$ cat config.mk
export PLATFORM = sky130hd
export DESIGN_NAME = sha256_msg_schedule
export DESIGN_NICKNAME = d
export VERILOG_FILES = /design/src/rtl/sha256_msg_schedule.sv
export SDC_FILE = /design/constraint.sdc
export NUM_CORES = 1
export LEC_CHECK = 0
export BUFFER_PORTS_ARGS = -buffer_cell sky130_fd_sc_hd__buf_2
export CAP_MARGIN = 20
export CORE_AREA = 2 2 226 228
export DETAILED_ROUTE_END_ITERATION = 8
export DIE_AREA = 0 0 228 230
export PLACE_DENSITY = 0.81
export SLEW_MARGIN = 10
export SYNTH_ARGS = -nofsm -noshare
export SYNTH_HDL_FRONTEND = slang
export SYNTH_SLANG_ARGS = --single-unit
$ cat constraint.sdc
create_clock -name clk -period 4.82 [get_ports clk]
set_clock_uncertainty 0.05 [all_clocks]
set_input_delay 1.205 -clock clk [delete_from_list [all_inputs] [get_ports clk]]
set_output_delay 1.205 -clock clk [all_outputs]
set_load 0.02 [all_outputs]
$ cat src/rtl/sha256_msg_schedule.sv
// SHA-256 message schedule: expands one 512-bit block into W[0..ROUNDS-1]
// through a 16-word sliding window, one word per valid/ready handshake.
module sha256_msg_schedule #(
  parameter int ROUNDS = 64
) (
  input  logic         clk,
  input  logic         rst,
  input  logic [511:0] blk_in,
  input  logic         blk_valid,
  output logic         blk_ready,
  output logic [31:0]  w_out,
  output logic [5:0]   w_idx,
  output logic         w_valid,
  input  logic         w_ready,
  output logic         sched_done
);

  typedef enum logic {IDLE, RUN} state_t;

  localparam logic [5:0] LAST = 6'(ROUNDS - 1);

  state_t      state_q, state_d;
  logic [31:0] window_q [16];
  logic [31:0] window_d [16];
  logic [31:0] blk_word [16];
  logic [5:0]  count_q, count_d;
  logic        done_q, done_d;
  logic        load, xfer, last;
  logic [31:0] new_w;

  function automatic logic [31:0] sig0(input logic [31:0] x);
    return {x[6:0], x[31:7]} ^ {x[17:0], x[31:18]} ^ {3'b000, x[31:3]};
  endfunction

  function automatic logic [31:0] sig1(input logic [31:0] x);
    return {x[16:0], x[31:17]} ^ {x[18:0], x[31:19]} ^ {10'b0, x[31:10]};
  endfunction

  // W0 occupies the most significant word of the block
  for (genvar gi = 0; gi < 16; gi++) begin : g_unpack
    assign blk_word[gi] = blk_in[511-32*gi -: 32];
  end

  assign new_w = sig1(window_q[14]) + window_q[9] + sig0(window_q[1]) + window_q[0];
  assign last  = (count_q == LAST);

  always_ff @(posedge clk or negedge rst) begin
    if (!rst) begin
      state_q <= IDLE;
      count_q <= '0;
      done_q  <= 1'b0;
      for (int i = 0; i < 16; i++) window_q[i] <= '0;
    end else begin
      state_q <= state_d;
      count_q <= count_d;
      done_q  <= done_d;
      for (int i = 0; i < 16; i++) window_q[i] <= window_d[i];
    end
  end

  always_comb begin
    state_d = state_q;
    count_d = count_q;
    done_d  = 1'b0;
    load    = 1'b0;
    xfer    = 1'b0;
    case (state_q)
      IDLE: begin
        if (blk_valid) begin
          load    = 1'b1;
          count_d = '0;
          state_d = RUN;
        end
      end
      RUN: begin
        if (w_ready) begin
          xfer = 1'b1;
          if (last) begin
            state_d = IDLE;
            done_d  = 1'b1;
            count_d = '0;
          end else begin
            count_d = count_q + 6'd1;
          end
        end
      end
      default: state_d = IDLE;
    endcase

    for (int i = 0; i < 16; i++) window_d[i] = window_q[i];
    if (load) begin
      for (int i = 0; i < 16; i++) window_d[i] = blk_word[i];
    end else if (xfer && !last) begin
      for (int i = 0; i < 15; i++) window_d[i] = window_q[i+1];
      window_d[15] = new_w;
    end
  end

  // Outputs decode registered state only; the window is masked outside RUN
  always_comb begin
    blk_ready  = (state_q == IDLE);
    w_valid    = (state_q == RUN);
    w_out      = (state_q == RUN) ? window_q[0] : 32'd0;
    w_idx      = (state_q == RUN) ? count_q : 6'd0;
    sched_done = done_q;
  end

endmodule

==> results of run 1 <==
-- stage by stage --
step	std cells	total power (uW)	hold WS, ps	utilization [%]	cell area [um^2]
after floorplan	3434	17600	407	-	27800
after global placement	4418	22100	454	61.8	30800
after detailed placement	4418	22300	451	61.8	30800
after CTS	4516	26500	464	65.3	32500
after global routing	4528	28700	494	65.4	32600
final	4530	26900	462	65.4	32600
-- logic make-up after synthesis --
logic type      after synthesis  share of synthesized area (%)
compound gates              646                           14.5
xor+xnor                    143                           4.50
fa+ha+maj                    94                           5.90
buf+inv                     408                           5.94
flops                       520                           46.8
mux                           5                          0.189
simple gates               1618                           22.2
-- power breakdown --
part / switching [uW] / total (uW) / internal [uW] / leakage (uW)
clock: 1810 / 4120 / 2310 / 0.000841
combinational: 10000 / 16200 / 6210 / 0.00930
sequential: 1000 / 6510 / 5510 / 0.00531
-- sequential cells by signal, indices dropped and copies added, names as in the netlist --
register    cells
count_q         6
sched_done      1
w_valid         1
window_q      512
-- how the worst max path moves through the flow --
stage	depth (start not counted)	from	to	slack, ps
final	15	window_q[50]	window_q[17]	620
after global routing	15	window_q[50]	window_q[27]	460
after CTS	15	window_q[50]	window_q[27]	590
after detailed placement	15	window_q[50]	window_q[27]	600
after global placement	15	window_q[50]	window_q[17]	680
after floorplan	15	window_q[50]	window_q[27]	930
-- final cells by class --
type	count	share of cell area [%]
sequential	520	39.9
timing repair buffer	599	10.3
clock buffer	86	4.88
multi-input combinational	2506	40.5
tap	672	2.58
antenna	13	0.0998
clock inverter	12	0.403
inverter	122	1.40
-- routing by layer --
| metal | GRT usage [%] | vias up | wire length (um) |
|---|---|---|---|
| met5 | 0 | - | 111 |
| met4 | 15.4 | 18 | 4320 |
| met3 | 7.75 | 249 | 9860 |
| met2 | 56.4 | 1388 | 44200 |
| met1 | 51.7 | 12546 | 39500 |
| li1 | - | 12032 | - |
-- worst max-delay path, stage by stage, from the launching register on --
cell and delay, ps:
dfrtp_1 460, xor2_1 200, xnor2_1 260, fa_1 460, inv_1 80, fa_1 410, ha_1 230, fa_1 470
a21o_1 230, a221oi_2 230, buf_4 200, o21ai_1 60, a21o_1 230, a41oi_2 190, xor2_1 170, a21oi_1 80
-- cells in the final DEF, fill, tap and decap left out, types with 4 or more instances in the layout --
master	Yosys	final
a21o_1	11	11
a21oi_1	58	58
a31oi_1	488	487
and2_1	11	11
buf_12	0	17
buf_2	60	555
buf_4	2	25
clkbuf_1	197	19
clkbuf_16	0	53
clkbuf_8	1	14
clkinv_2	0	6
dfrtp_1	520	520
diode_2	0	13
fa_1	62	62
ha_1	32	32
inv_1	122	122
nand2_1	1014	1012
nand3_1	16	16
nand4_1	6	6
nor2_1	556	556
o21a_1	4	4
o21ai_0	36	36
o221ai_1	4	4
o22ai_1	9	9
o31ai_1	5	5
xnor2_1	87	87
xor2_1	56	56
==> metrics.md, run 1 <==
| Metric | Value |
|---|---|
| Critical path class | `reg -> reg` |
| Ys Warns | `0` |
| Post-Syn Area per Cell | `8.11 um^2` |
| CORE AREA | `0.0499 mm^2` |
| Post-synth EDFFs | `0` |
| Dominant cells by area after synthesis | `dfrtp_1, nand2_1, a31oi_1, nor2_1, fa_1` |
| Crit path time final | `4200 ps` |
| Largest fanout on the critical path | `5` |
| Final Hold Fails | `0` |
| Antenna violations before repair | `20` |
| Setup WS pre-CTS | `600 ps` |
| Ratio of cells with drive above 1 in the final layout | `18.1%` |
| Setup TNS | `0 ps` |
| Die X-Extent | `228 um` |
| PortBufs | `556` |
| Gr ovfl total | `0` |
| CTS sink cnt | `520` |
| Post-synthesis sequential area ratio | `46.8%` |
| Fmax achieved | `238 MHz` |
| Initial core utilization | `55.8%` |
| Reg2Reg Depth | `15` |
| R2r setup slk | `620 ps` |
| Largest net degree at the start of global routing | `217` |
| Hold-fix buffers, CTS | `0` |
| Vias in the first global route | `24584` |
| DR vias/cell | `5.79` |
| GPL Wtd Cong | `0.957` |
| ANT nets after route | `0` |
| Drt total wl | `97900 um` |
| Clock Pin Slew Worst Setup and Hold Paths | `60 ps` |
| Top cell type's share of synthesized area | `46.8%` |
| Chip height | `230 um` |
| Max VDD drop | `0.748 mV` |
| CTS resizes | `0` |
| CTS tree | `built` |
| Cells after Synth | `3434` |
| Worst EP arrival | `4600 ps` |
| FP Rows | `82` |
| Slew Limit Fails | `0` |
| Synth Register Bits | `520` |
| Nets | `4412` |
| Iteration-0 DRC Markers | `3466` |
| Clock latency on the worst-skew pair | `620 ps` |
| Ys async rst share | `100%` |
| Period utilisation layout | `87.2%` |
| Top-count cell post-synth | `nand2_1` |
| Clock Path Buffers | `3` |
| Worst hold start | `window_q[31]` |
| First-pass GRT wire length | `147000 um` |
| DR WL/cell | `21.6 um` |
| Via count | `26233` |
| Leading register cell type out of synthesis | `dfrtp_1` |
| Hpwl dp | `74200 um` |
| Post-route DRC | `0` |
| Top cells by count, synth | `nand2_1, nor2_1, dfrtp_1` |
| Hold Path End | `window_q[31]` |
| Worst-margin pin slew | `1070 ps` |
| Setup slack after layout | `616 ps` |
| Power density over the cells | `824 mW/mm^2` |
| First-pass DRT Iterations | `7` |
| Final setup fails | `0` |
| Yosys cell types | `56` |
| Die ar. | `0.0524 mm^2` |
| Num ports | `557` |
| Htree depth | `2` |
| RSZ-0062 raised after global routing | `false` |
| R2R Path Start | `window_q[50]` |
| Type of origin of the critical path | `flop` |
| Fillers | `4280` |
| Slew HR | `28.5%` |
| Largest area contributor in the netlist | `dfrtp_1` |
| GRT Resource Usage Total | `37.0%` |
| Synth-to-layout area growth | `17.2%` |
| CTS root buffer | `clkbuf_16` |
| Worst Setup End Kind | `flop` |
| Hold Crit Class | `reg -> reg` |
| Footprint of the multi-input gates | `0.0132 mm^2` |
| Outcome | `complete, no violations` |
| RR Endpoint | `window_q[17]` |
| Postcts setup bufs | `0` |
| Hold Path Depth | `2` |
| Seq. cell area | `0.0130 mm^2` |
| Syn_nets | `4044` |
| CTS Buf Count | `53` |
| LEAKAGE | `0.0155 uW` |
| Critical path data required time | `5220 ps` |
| Mapped Area | `0.0278 mm^2` |
| MaxCap Viol Count | `0` |
No activity file was read; power rests on OpenSTA's default activity.
==> run 2: changes to the inputs <==
--- a/config.mk
+++ b/config.mk
@@ -5,12 +5,14 @@
 export SDC_FILE = /design/constraint.sdc
 export NUM_CORES = 1
 export LEC_CHECK = 0
+export ABC_AREA = 1
 export BUFFER_PORTS_ARGS = -buffer_cell sky130_fd_sc_hd__buf_2
 export CAP_MARGIN = 20
-export CORE_AREA = 2 2 226 228
+export CORE_AREA = 2 2 230 232
 export DETAILED_ROUTE_END_ITERATION = 8
-export DIE_AREA = 0 0 228 230
+export DIE_AREA = 0 0 232 234
 export PLACE_DENSITY = 0.81
+export SKIP_LAST_GASP = 1
 export SLEW_MARGIN = 10
 export SYNTH_ARGS = -nofsm -noshare
 export SYNTH_HDL_FRONTEND = slang
==> metrics.md, run 2 <==
| Metric | Value |
|---|---|
| Clock Pin Slew Worst Setup and Hold Paths | `70 ps` |
| Hold-fix buffers, CTS | `0` |
| Cells after Synth | `3757` |
| Worst-margin pin slew | `1280 ps` |
| Final Hold Fails | `0` |
| GPL Wtd Cong | `1.01` |
| CTS Buf Count | `53` |
| Via count | `27359` |
| Post-synth EDFFs | `0` |
| CTS resizes | `0` |
| Die ar. | `0.0543 mm^2` |
| Post-route DRC | `0` |
| Footprint of the multi-input gates | `0.0133 mm^2` |
| Min Hold Slack | `451 ps` |
| Top cells by count, synth | `nand2_1, dfrtp_1, inv_1` |
| Fillers | `4591` |
| MaxCap Viol Count | `0` |
| Synth Register Bits | `520` |
| Clock Path Buffers | `3` |
| Worst-path cell chain | `xnor2_1, xor2_1, fa_1, inv_1, fa_1, ha_1, fa_1, nand3_1, nand3_1, nand2_1, nand2_1, nand3_1, nand3_1, nand2_1, nand3_1, nand2_1, nand2_1` |
| Final core utilization | `65.1%` |
| Initial core utilization | `56.4%` |
| CTS root buffer | `clkbuf_16` |
| Worst Setup End Kind | `flop` |
| Gr ovfl total | `0` |
| First-pass GRT wire length | `152000 um` |
| Max VDD drop | `0.691 mV` |
| Post-Syn Area per Cell | `7.81 um^2` |
| Largest fanout on the critical path | `5` |
| Fmax achieved | `240 MHz` |
| Largest family of logic cells by synthesized area | `simple AND/OR/NAND/NOR gates` |
| RSZ-0062 raised after global routing | `false` |
| Top cell type's share of synthesized area | `44.4%` |
| Met3 Usage GRT | `6.49%` |
| Largest net degree at the start of global routing | `242` |
| Yosys cell types | `32` |
| FP Rows | `84` |
| Die X-Extent | `232 um` |
| Top-count cell post-synth | `nand2_1` |
| Crit path time final | `4170 ps` |
| Post-DP Area | `0.0321 mm^2` |
| Syn_nets | `4367` |
| Drt total wl | `105000 um` |
| CTS sink cnt | `520` |
| Hold Crit Class | `reg -> reg` |
| Ys Warns | `0` |
| Hpwl dp | `80100 um` |
| Critical path data required time | `5270 ps` |
| Chip height | `234 um` |
| Slew HR | `14.5%` |
| ANT nets after route | `0` |
| Mapped Area | `0.0293 mm^2` |
| Setup WS pre-CTS | `726 ps` |
| Critical path class | `reg -> reg` |
| Worst EP arrival | `4620 ps` |
| PortBufs | `556` |
| Busiest grt layer | `met2` |
| First-pass DRT Iterations | `8` |
| CP top delay family | `adder cells` |
| Ratio of cells with drive above 1 in the final layout | `16.4%` |
| Slew Limit Fails | `0` |
| Compound-cell area share of the yosys netlist | `15.1%` |
| Leading register cell type out of synthesis | `dfrtp_1` |
| LEAKAGE | `0.0174 uW` |
| Post-Synth Adder-Cell Area | `5.60%` |
| Synth-to-layout area growth | `15.4%` |
| Slowest stage cell, crit path | `fa_1` |
| Nets | `4738` |
| Setup slack after layout | `650 ps` |
| Clock latency on the worst-skew pair | `630 ps` |
| Met2 usage | `59.6%` |
| Post-synthesis mux area share | `0%` |
| Most frequent cells in the layout | `nand2_1, buf_2, dfrtp_1` |
| Most common cell after layout, fill and taps aside | `nand2_1` |
| Outcome | `complete, no violations` |
| Iteration-0 DRC Markers | `3303` |
| Ys async rst share | `100%` |
| Largest register FFs | `512` |
| Worst path bufs/invs | `1` |
| Design Area, Final | `0.0339 mm^2` |
| Largest area contributor in the netlist | `dfrtp_1` |
| DR vias/cell | `5.61` |
| Met1 Usage GRT | `52.3%` |
| CORE AREA | `0.0520 mm^2` |
| Post-synthesis simple-gate area fraction | `20.6%` |
| Num ports | `557` |
| Type of origin of the critical path | `flop` |
| Power density over the cells | `854 mW/mm^2` |
| Postcts setup bufs | `0` |
| CP max stage delay | `600 ps` |
| Seq. cell area | `0.0130 mm^2` |
| CTS tree | `built` |
| Post-synthesis sequential area ratio | `44.4%` |
| Reg with most FFs | `window_q` |
| Regs by FF count | `window_q: 512 flops, count_q: 6 flops` |
| Dominant cells by area after synthesis | `dfrtp_1, nand2_1, a31oi_1, inv_1, nor2_1` |
| Vias in the first global route | `25217` |
| DR WL/cell | `21.5 um` |
| GRT Resource Usage Total | `38.1%` |
| Setup TNS | `0 ps` |
| Htree depth | `2` |
| Xor/xnor cell area share of the yosys netlist | `3.97%` |
| Antenna violations before repair | `25` |
| Period utilisation layout | `86.5%` |
| Final setup fails | `0` |
## run 2: changes by cell type after synthesis, moves of 34 or more
cell      previous run  this run
o21ai_1              3        73
inv_1              122       443
o21ai_0             36       109
nor2_1             556       400
clkbuf_1           197       162
a31oi_1            488       319
nand3_1             16        50
nand2_1           1014      1106
o211ai_1             1       166
## run 2: worst paths after layout
path	from	endpoint	slack [ps]	depth (start not counted)
setup / recovery	window_q[43]	window_q[25]	650	17
hold / removal	window_q[30]	window_q[30]	450	2
setup reg to reg	window_q[43]	window_q[25]	650	17
hold reg to reg	window_q[30]	window_q[30]	450	2
max in group asynchronous	rst	window_q[470]	2970	3
min in group asynchronous	rst	window_q[112]	560	1
## run 2: worst register-to-register path, delay by kind of cell (launching register included)
kind | cells | cell delay [ps]
and+or+nand+nor | 10 | 1200
DFF | 1 | 490
buffers and inverters | 1 | 90
adders and majority gates | 4 | 1780
xor gates and xnor gates | 2 | 430
## run 2: stage by stage
stage	power (uW)	std cells
floorplan	18600	3757
global placement	24500	4761
detailed placement	24400	4761
CTS	28600	4854
global route	31300	4875
finish	28900	4880
## run 2: final cells by class
type                       count  share of cell area (%)
antenna                       26                   0.192
clock buffer                  68                    4.32
timing repair buffer         588                    9.55
clock inverter                25                   0.758
inverter                     447                    5.00
sequential                   520                    38.4
multi-input combinational   2518                    39.2
tap                          688                    2.54
## run 2: metal layers
metal	wire length, um	share of wire (%)
met3	9560	9.1
met5	35	0.033
met4	4920	4.7
met1	42200	40
met2	48100	46
## run 2: logic make-up after synthesis
kind of cell,count (synthesis)
and+or+nand+nor,1577
xor gates and xnor gates,133
AOI/OAI and AO/OA,714
buffers and inverters,719
DFF,520
adders and majority gates,94
## run 2: report_power, final
group	switching, uW	internal (uW)	total, uW
clock	1830	2310	4150
combinational	12100	6240	18300
sequential	964	5480	6450
